**config.mk**
```make
export PLATFORM = sky130hd
export DESIGN_NAME = tdm_demux4_flat
export DESIGN_NICKNAME = d
export VERILOG_FILES = /design/src/rtl/tdm_demux4_if.sv /design/src/rtl/tdm_demux4.sv /design/src/flat_wrapper.sv
export SDC_FILE = /design/constraint.sdc
export NUM_CORES = 1
export LEC_CHECK = 0
export CAP_MARGIN = 10
export CORE_MARGIN = 5
export CORE_UTILIZATION = 40
export CTS_BUF_LIST = sky130_fd_sc_hd__clkbuf_4 sky130_fd_sc_hd__clkbuf_8 sky130_fd_sc_hd__clkbuf_16
export CTS_CLUSTER_DIAMETER = 30
export DETAILED_ROUTE_END_ITERATION = 16
export PLACE_DENSITY = 0.82
export SLEW_MARGIN = 10
export SYNTH_ARGS = -nofsm -noshare
export SYNTH_HDL_FRONTEND = slang
export SYNTH_SLANG_ARGS = --single-unit
```
**constraint.sdc**
```tcl
create_clock -name clk -period 1.7 [get_ports clk]
set_clock_uncertainty 0.1 [all_clocks]
set_input_delay 0.34 -clock clk [delete_from_list [all_inputs] [get_ports clk]]
set_output_delay 0.34 -clock clk [all_outputs]
set_load 0.03 [all_outputs]
```
**src/rtl/tdm_demux4_if.sv**
```systemverilog
// Bus bundle for the 1-to-4 TDM demultiplexer: stream input side plus the four channel outputs.
interface tdm_demux4_if #(
  parameter int unsigned WIDTH = 8
);
  logic [WIDTH-1:0] din;
  logic             din_valid;
  logic             frame_sync;
  logic [WIDTH-1:0] ch0_out;
  logic [WIDTH-1:0] ch1_out;
  logic [WIDTH-1:0] ch2_out;
  logic [WIDTH-1:0] ch3_out;
  logic [3:0]       ch_valid;
  logic             frame_done;
  logic [1:0]       slot;
  logic             locked;
  logic             sync_err;

  modport master (
    output din, din_valid, frame_sync,
    input  ch0_out, ch1_out, ch2_out, ch3_out, ch_valid, frame_done, slot, locked, sync_err
  );

  modport slave (
    input  din, din_valid, frame_sync,
    output ch0_out, ch1_out, ch2_out, ch3_out, ch_valid, frame_done, slot, locked, sync_err
  );
endinterface

```
**src/rtl/tdm_demux4.sv**
```systemverilog
// Registered 1-to-4 TDM demultiplexer with HUNT/LOCKED frame tracking.
// Define TDM_DEMUX4_FRAME_HOLD_EN to present whole frames at once from shadow registers.
module tdm_demux4 #(
  parameter int unsigned WIDTH = 8
) (
  input logic          clk,
  input logic          rst_n,
  tdm_demux4_if.slave  bus
);

  typedef enum logic [0:0] {StHunt, StLocked} state_e;

  state_e           state_q, state_d;
  logic [1:0]       slot_q, slot_d;
  logic [WIDTH-1:0] ch_q [4];
  logic [WIDTH-1:0] ch_d [4];
  logic [3:0]       ch_valid_q, ch_valid_d;
  logic             frame_done_q, frame_done_d;
  logic             sync_err_q, sync_err_d;
  logic             cap_en;
  logic [1:0]       cap_idx;

  always_comb begin
    state_d    = state_q;
    slot_d     = slot_q;
    cap_en     = 1'b0;
    cap_idx    = slot_q;
    sync_err_d = 1'b0;
    unique case (state_q)
      StHunt: begin
        if (bus.din_valid && bus.frame_sync) begin
          cap_en  = 1'b1;
          cap_idx = 2'd0;
          state_d = StLocked;
        end
      end
      StLocked: begin
        if (bus.din_valid) begin
          cap_en = 1'b1;
          if (bus.frame_sync) begin
            cap_idx    = 2'd0;
            sync_err_d = (slot_q != 2'd0);
          end
        end
      end
      default: state_d = StHunt;
    endcase
    if (cap_en) slot_d = cap_idx + 2'd1;
    // Every lock and resync starts at slot 0, so reaching slot 3 always closes a full frame.
    frame_done_d = cap_en && (cap_idx == 2'd3);
  end

`ifdef TDM_DEMUX4_FRAME_HOLD_EN
  logic [WIDTH-1:0] shadow_q [3];
  logic [WIDTH-1:0] shadow_d [3];

  always_comb begin
    for (int i = 0; i < 4; i++) ch_d[i] = ch_q[i];
    for (int i = 0; i < 3; i++) shadow_d[i] = shadow_q[i];
    ch_valid_d = 4'b0000;
    if (cap_en) begin
      if (cap_idx == 2'd3) begin
        for (int i = 0; i < 3; i++) ch_d[i] = shadow_q[i];
        ch_d[3]    = bus.din;
        ch_valid_d = 4'b1111;
      end else begin
        // A resync rewrites slot 0 and the stale slots are refilled before any release.
        for (int i = 0; i < 3; i++) begin
          if (cap_idx == 2'(i)) shadow_d[i] = bus.din;
        end
      end
    end
  end

  always_ff @(posedge clk or negedge rst_n) begin
    if (!rst_n) begin
      for (int i = 0; i < 3; i++) shadow_q[i] <= '0;
    end else begin
      for (int i = 0; i < 3; i++) shadow_q[i] <= shadow_d[i];
    end
  end
`else
  always_comb begin
    for (int i = 0; i < 4; i++) ch_d[i] = ch_q[i];
    ch_valid_d = 4'b0000;
    if (cap_en) begin
      ch_d[cap_idx]       = bus.din;
      ch_valid_d[cap_idx] = 1'b1;
    end
  end
`endif

  always_ff @(posedge clk or negedge rst_n) begin
    if (!rst_n) begin
      state_q      <= StHunt;
      slot_q       <= 2'd0;
      ch_valid_q   <= 4'b0000;
      frame_done_q <= 1'b0;
      sync_err_q   <= 1'b0;
      for (int i = 0; i < 4; i++) ch_q[i] <= '0;
    end else begin
      state_q      <= state_d;
      slot_q       <= slot_d;
      ch_valid_q   <= ch_valid_d;
      frame_done_q <= frame_done_d;
      sync_err_q   <= sync_err_d;
      for (int i = 0; i < 4; i++) ch_q[i] <= ch_d[i];
    end
  end

  assign bus.ch0_out    = ch_q[0];
  assign bus.ch1_out    = ch_q[1];
  assign bus.ch2_out    = ch_q[2];
  assign bus.ch3_out    = ch_q[3];
  assign bus.ch_valid   = ch_valid_q;
  assign bus.frame_done = frame_done_q;
  assign bus.slot       = slot_q;
  assign bus.locked     = (state_q == StLocked);
  assign bus.sync_err   = sync_err_q;

endmodule

```
**src/flat_wrapper.sv**
```systemverilog
// flat-port wrapper written by rule: the top's interface ports become plain ports
module tdm_demux4_flat 
#(
  parameter int unsigned WIDTH = 8
)
  (clk, rst_n, bus_din, bus_din_valid, bus_frame_sync, bus_ch0_out, bus_ch1_out, bus_ch2_out, bus_ch3_out, bus_ch_valid, bus_frame_done, bus_slot, bus_locked, bus_sync_err);
  tdm_demux4_if #(.WIDTH(WIDTH)) bus_i ();
  input logic clk;
  input logic rst_n;
  input wire logic [$bits(bus_i.din)-1:0] bus_din;
  input wire logic [$bits(bus_i.din_valid)-1:0] bus_din_valid;
  input wire logic [$bits(bus_i.frame_sync)-1:0] bus_frame_sync;
  output wire logic [$bits(bus_i.ch0_out)-1:0] bus_ch0_out;
  output wire logic [$bits(bus_i.ch1_out)-1:0] bus_ch1_out;
  output wire logic [$bits(bus_i.ch2_out)-1:0] bus_ch2_out;
  output wire logic [$bits(bus_i.ch3_out)-1:0] bus_ch3_out;
  output wire logic [$bits(bus_i.ch_valid)-1:0] bus_ch_valid;
  output wire logic [$bits(bus_i.frame_done)-1:0] bus_frame_done;
  output wire logic [$bits(bus_i.slot)-1:0] bus_slot;
  output wire logic [$bits(bus_i.locked)-1:0] bus_locked;
  output wire logic [$bits(bus_i.sync_err)-1:0] bus_sync_err;
  assign bus_i.din = bus_din;
  assign bus_i.din_valid = bus_din_valid;
  assign bus_i.frame_sync = bus_frame_sync;
  assign bus_ch0_out = bus_i.ch0_out;
  assign bus_ch1_out = bus_i.ch1_out;
  assign bus_ch2_out = bus_i.ch2_out;
  assign bus_ch3_out = bus_i.ch3_out;
  assign bus_ch_valid = bus_i.ch_valid;
  assign bus_frame_done = bus_i.frame_done;
  assign bus_slot = bus_i.slot;
  assign bus_locked = bus_i.locked;
  assign bus_sync_err = bus_i.sync_err;
  tdm_demux4 #(.WIDTH(WIDTH)) u_core (.clk(clk), .rst_n(rst_n), .bus(bus_i));
endmodule
```
==> results of run 1 <==
[placed cells by master (no fill, tap or decap), drive strengths merged, types with 2 or more instances in the layout]
cell type	instances
clkdlybuf4s50	8
dlygate4sd2	43
dfrtp	40
nor4b	2
nand2	2
inv	2
a21o	3
mux2	32
clkbuf	6
nor2	2
buf	18
[cells by family (layout without fill, tap and decap cells)]
logic type      Yosys count  count (layout)  share of synthesized area, %
compound gates            6               6                          3.21
buf+inv                   6              80                          1.98
flops                    40              40                          65.9
mux                      32              32                          23.7
simple gates              9               9                          5.19
[final cells by class]
class                   count  area, µm²  area share (%)
clock inverters             2       35.0            1.54
repair buffers             70        597            26.2
clock buffers               6       76.3            3.34
inverters                   2       7.51           0.329
multi-input cells          47        503            22.0
well taps                  48       60.1            2.63
flip-flops and latches     40       1000            44.0
[worst reg2reg max path, delay by kind of cell (launching register included)]
kind	cells	cell delay, ns
mux	1	0.33
simple gates	2	0.33
flops	1	0.39
buf+inv	2	0.35
[worst min path at each step]
stage               cells past startpoint             startpoint  slack [ns]               endpoint
finish                                  1  u_core.bus.ch2_out[7]        0.40  u_core.bus.ch2_out[7]
global route                            1  u_core.bus.ch2_out[7]        0.42  u_core.bus.ch2_out[7]
CTS                                     1  u_core.bus.ch2_out[7]        0.41  u_core.bus.ch2_out[7]
detailed placement                      1                  rst_n        0.21  u_core.bus.ch3_out[0]
global placement                        1                  rst_n        0.20  u_core.bus.ch2_out[0]
floorplan                               0                  rst_n       -0.06  u_core.bus.ch0_out[0]
[layer usage]
metal	vias to the layer above	part of all wire (%)
met5	-	0
met4	0	1.3
met3	9	8.1
met2	42	50
met1	518	40
li1	471	-
[flip-flops by register name, summed over array words and instances, names as in the netlist]
signal,count
u_core.bus.ch0_out,8
u_core.bus.ch3_out,8
u_core.bus.ch2_out,8
u_core.bus.ch1_out,8
u_core.bus.sync_err,1
u_core.bus.slot,2
u_core.bus.locked,1
u_core.bus.ch_valid,4
[repair_timing]
action	in CTS	in global routing
gates resized for setup	44	1
endpoints found under the hold margin	19	0
cloned	1	0
setup buffers	1	3
endpoints found under the setup margin	57	10
hold buffers	1	0
pin swaps	2	0
[power groups by stage]
stage / Combinational (mW) / Sequential [mW] / Clock (mW)
2_1_floorplan: 0.324 / 2.05 / 0
3_3_place_gp: 1.71 / 1.43 / 0
3_5_place_dp: 1.74 / 1.45 / 0
4_1_cts: 1.53 / 1.42 / 0.784
5_1_grt: 1.61 / 1.46 / 0.837
6_report: 1.52 / 1.42 / 0.758
[metrics by stage]
step / setup WS [ns] / utilization (%)
detailed placement: -0.339 / 59.3
floorplan: 0.0124 / -
finish: 0.0452 / 62.3
global route: 0.00125 / 62.3
CTS: 0.0250 / 61.9
global placement: -0.294 / 59.3
==> impl_metrics.env, run 1 <==
export IMPL_area_growth_pct=50.2
export IMPL_switching_power_mw=1.40
export IMPL_die_area_mm2=0.00513
export IMPL_use_met2_pct=23.9
export IMPL_synth_top_area_share_pct=65.9
export IMPL_antenna_left=0
export IMPL_global_route_usage_met1_pct=16.4
export IMPL_period_share_pct=97.3
export IMPL_tritoncts="built"
export IMPL_die_x_um=71.6
export IMPL_crit_buf_inv=1
export IMPL_setup_violations=0
export IMPL_p_per_area_mw_per_mm2=1620
export IMPL_worstSetupPathDepth=1
export IMPL_power_mw=3.70
export IMPL_swShare_pct=37.9
export IMPL_nNetsFinal=178
export IMPL_cp_arrival_ns=1.21
export IMPL_finalWorstPathRequiredPeriod_ns=1.65
export IMPL_ff2ff_path_depth=5
export IMPL_cpPeakStageDelay_ns=0.48
export IMPL_start_util_pct=41.5
export IMPL_status="completed"
export IMPL_viasPerCell=4.84
export IMPL_synth_cells=93
export IMPL_synth_area_per_cell_um2=16.3
export IMPL_ir_drop_mv=1.01
export IMPL_p_int_mw=2.30
export IMPL_grt_busiest_layer="met2"
export IMPL_synth_largest_area_cell="dfrtp_1"
export IMPL_maxCapViolCount=0
export IMPL_synth_seq_cells=40
export IMPL_hold_worst_slack_ns=0.399
export IMPL_crit_path_end="bus_slot[1]"
export IMPL_ys_flop_type="dfrtp_1"
export IMPL_seqPwrFrac_pct=38.3
export IMPL_crit_type="reg2out"
export IMPL_dpl_hpwl_mm=2.61
export IMPL_drv_slew=0
export IMPL_grt_pass1_wl_mm=5.70
export IMPL_grt_max_degree=22
export IMPL_synth_edf_count=0
export IMPL_use_met3_pct=6.17
export IMPL_vias=1040
export IMPL_synth_warnings=0
export IMPL_rrSetupSlack_ns=0.08
export IMPL_grt_pass1_vias=1165
export IMPL_num_rows=22
export IMPL_yosysUniqueCellTypes=18
export IMPL_cts_buffer_depth=2
export IMPL_synthesis_area_mm2=0.00152
export IMPL_hold_viol_final=0
export IMPL_n_antenna_cell=0
export IMPL_clock_power_share_pct=20.5
export IMPL_cp_max_fo=6
export IMPL_crit_family="flip-flops"
export IMPL_critPathLaunchType="register"
export IMPL_root_buffer="clkbuf_8"
export IMPL_drc=0
export IMPL_yosys_cell_count_top_type="dfrtp_1"
export IMPL_place_inst=201
export IMPL_cts_max_level=2
export IMPL_place_area_mm2=0.00217
export IMPL_slew_headroom_pct=69.7
export IMPL_die_h_um=71.6
export IMPL_gp_congestion=0.685
export IMPL_leakage_nw=1.13
export IMPL_routedWlPerCell_um=16.4
export IMPL_worst_pin_slew_ns=0.454
export IMPL_crit_chain="dlygate4sd2_1"
export IMPL_yosysSeqAreaShare_pct=65.9
export IMPL_drtIter0Drc=14
export IMPL_crit_slowest_cell="dfrtp_1"
export IMPL_finalInstanceArea_mm2=0.00228
export IMPL_synth_area_top_cells="dfrtp_1 66%, mux2_2 24%, nor4b_4 1.6%"
export IMPL_track_usage_pct=14.6
export IMPL_setup_tns_ns=0
export IMPL_clock_latency_ns=0.28
export IMPL_io_pins=53
export IMPL_final_cells=215
export IMPL_async_flop_share_pct=100
export IMPL_grt_ovfl_total=0
export IMPL_max_freq_mhz=604
export IMPL_path_clk_slew_ns=0.07
export IMPL_coreArea_mm2=0.00366
export IMPL_antenna_found_initial=0
export IMPL_drive_gt1_share_pct=38.9
export IMPL_clock_sinks=40
export IMPL_rsz0062_at_grt="false"
export IMPL_netlist_top_cells_count="40 x dfrtp_1, 32 x mux2_2, 3 x a21o_1"
export IMPL_synth_net_count=105
export IMPL_wl_mm=3.53
export IMPL_r2r_start="u_core.bus.locked"
export IMPL_min_path_type="reg2reg"
export IMPL_fillCellCount=278
export IMPL_startpoint="u_core.bus.slot[1]"
export IMPL_cts_made_buffers=5
export IMPL_worstPathRequired_ns=1.26
export IMPL_reg2reg_to="u_core.bus.ch2_out[2]"
export IMPL_firstDrtPassIters=4
export IMPL_end_kind="primary output"
export IMPL_pwr_share_comb_pct=41.2
export IMPL_io_buffers=52
(Power assumes the default switching activity.)
==> inputs of run 2 (changes only) <==
--- a/config.mk
+++ b/config.mk
@@ -6,7 +6,7 @@
 export NUM_CORES = 1
 export LEC_CHECK = 0
 export CAP_MARGIN = 10
-export CORE_MARGIN = 5
+export CORE_MARGIN = 1.5
 export CORE_UTILIZATION = 40
 export CTS_BUF_LIST = sky130_fd_sc_hd__clkbuf_4 sky130_fd_sc_hd__clkbuf_8 sky130_fd_sc_hd__clkbuf_16
 export CTS_CLUSTER_DIAMETER = 30
==> run 2 against run 1 <==
Global-route usage is 3.8 points higher. Critical path depth stayed put. Via count down 3.4%. Maximum frequency fell by 0.42%. Clock-buffer cell count grew 1. Utilization is 0.51 points lower. Wire length shrank 5.3%. Total power increased by 1.3%. Die area decreased by 19%. Design area fell by 0.82%. Register-to-register slack gained 0.02 ns. Largest cell class unchanged.
==> impl_metrics.env, run 2 (synthesized netlist as in run 1, its figures left out) <==
export IMPL_path_clk_slew_ns=0.07
export IMPL_crit_family="flip-flops"
export IMPL_wl_mm=3.34
export IMPL_cts_buffer_depth=2
export IMPL_start_util_pct=41.5
export IMPL_seqPwrFrac_pct=37.9
export IMPL_nNetsFinal=173
export IMPL_crit_type="reg2out"
export IMPL_leakage_nw=1.11
export IMPL_firstDrtPassIters=3
export IMPL_final_util_pct=61.8
export IMPL_grt_ovfl_total=0
export IMPL_crit_buf_inv=1
export IMPL_crit_chain="dlygate4sd2_1"
export IMPL_p_int_mw=2.35
export IMPL_io_buffers=52
export IMPL_drive_gt1_share_pct=37.0
export IMPL_setup_ws_ns=0.0383
export IMPL_die_h_um=64.6
export IMPL_die_x_um=64.6
export IMPL_switching_power_mw=1.40
export IMPL_cp_arrival_ns=1.22
export IMPL_cts_max_level=2
export IMPL_grt_pass1_wl_mm=5.63
export IMPL_tritoncts="built"
export IMPL_coreArea_mm2=0.00366
export IMPL_cts_made_buffers=5
export IMPL_drv_slew=0
export IMPL_gp_congestion=0.712
export IMPL_n_antenna_cell=0
export IMPL_clock_latency_ns=0.29
export IMPL_worst_pin_slew_ns=0.405
export IMPL_cpPeakStageDelay_ns=0.49
export IMPL_viasPerCell=4.79
export IMPL_hold_worst_slack_ns=0.399
export IMPL_io_pins=53
export IMPL_pwr_share_comb_pct=39.7
export IMPL_hold_viol_final=0
export IMPL_finalWorstPathRequiredPeriod_ns=1.66
export IMPL_antenna_found_initial=0
export IMPL_final_cells=210
export IMPL_clock_sinks=40
export IMPL_num_rows=22
export IMPL_rsz0062_at_grt="false"
export IMPL_drc=0
export IMPL_root_buffer="clkbuf_8"
export IMPL_grt_pass1_vias=1130
export IMPL_track_usage_pct=18.4
export IMPL_place_inst=199
export IMPL_max_freq_mhz=602
export IMPL_dp_slack_ns=-0.394
export IMPL_period_share_pct=97.7
export IMPL_area_growth_pct=49.0
export IMPL_grt_max_degree=19
export IMPL_final_common_cell="dlygate4sd2_1"
export IMPL_routedWlPerCell_um=15.9
export IMPL_die_area_mm2=0.00418
export IMPL_end_kind="primary output"
export IMPL_p_per_area_mw_per_mm2=1660
export IMPL_setup_violations=0
export IMPL_cp_max_fo=6
export IMPL_swShare_pct=37.3
export IMPL_power_mw=3.75
export IMPL_worstPathRequired_ns=1.26
export IMPL_clock_power_share_pct=22.4
export IMPL_drtIter0Drc=27
export IMPL_maxCapViolCount=0
export IMPL_crit_slowest_cell="dfrtp_1"
export IMPL_antenna_left=0
export IMPL_ir_drop_mv=0.959
export IMPL_dpl_hpwl_mm=2.48
export IMPL_status="completed"
export IMPL_vias=1005
export IMPL_min_path_type="in2async"
export IMPL_most_common_layout_cells="43 x dlygate4sd2_1, 38 x dfrtp_1, 32 x mux2_2"
export IMPL_slew_headroom_pct=73.0
export IMPL_critPathLaunchType="register"
==> run 2: changes by cell type in the layout (fill, tap and decap cells not counted) <==
cell and delta:
clkinv_2 -1, clkbuf_4 -1, buf_4 -6, buf_6 +1, clkbuf_8 +2
==> run 2: timing repair <==
| action | CTS | global route |
|---|---|---|
| hold endpoints to repair | 16 | 0 |
| pin swaps | 3 | 0 |
| hold buffers | 1 | 0 |
| cloned | 1 | 0 |
| setup buffers | 1 | 0 |
| endpoints found under the setup margin | 57 | 3 |
| gates resized for setup | 45 | 1 |
==> run 2: metal layers <==
metal	track usage [%]	wire (µm)
met3	8.85	286
met4	4.79	25
met2	31.4	1710
met5	0	0
met1	20.6	1310
==> run 2: path summary, 6_finish.rpt <==
check	startpoint	slack [ns]	cells past startpoint	end
min in group clk	u_core.bus.ch0_out[6]	0.40	1	u_core.bus.ch0_out[6]
setup reg to reg	u_core.bus.locked	0.10	4	u_core.bus.ch0_out[5]
setup / recovery	u_core.bus.slot[1]	0.04	1	bus_slot[1]
hold / removal	rst_n	0.40	2	u_core.bus.ch2_out[2]
hold reg to reg	u_core.bus.ch0_out[6]	0.40	1	u_core.bus.ch0_out[6]
max in group asynchronous	rst_n	0.57	3	u_core.bus.slot[0]
==> run 2: final cells by class <==
cell class	count	area [µm²]
clock buffers	7	96.3
clock inverters	1	30.0
fillers	311	1400
inverters	2	7.51
multi-input cells	47	503
flip-flops and latches	40	1000
well taps	48	60.1
repair buffers	65	563
==> run 2: power groups by stage <==
stage / sequential (mW) / clock (mW) / combinational (mW)
3_5_place_dp: 1.46 / 0 / 1.71
4_1_cts: 1.43 / 0.850 / 1.51
2_1_floorplan: 2.05 / 0 / 0.324
5_1_grt: 1.47 / 0.893 / 1.57
6_report: 1.42 / 0.839 / 1.49
3_3_place_gp: 1.43 / 0 / 1.69
==> run 2: per-stage QoR <==
stage,instance area (µm²),TNS (ns)
after detailed placement,2160,-9.71
after floorplan,1520,0
after global routing,2260,0
after global placement,2160,-8.55
final,2260,0
after CTS,2270,0
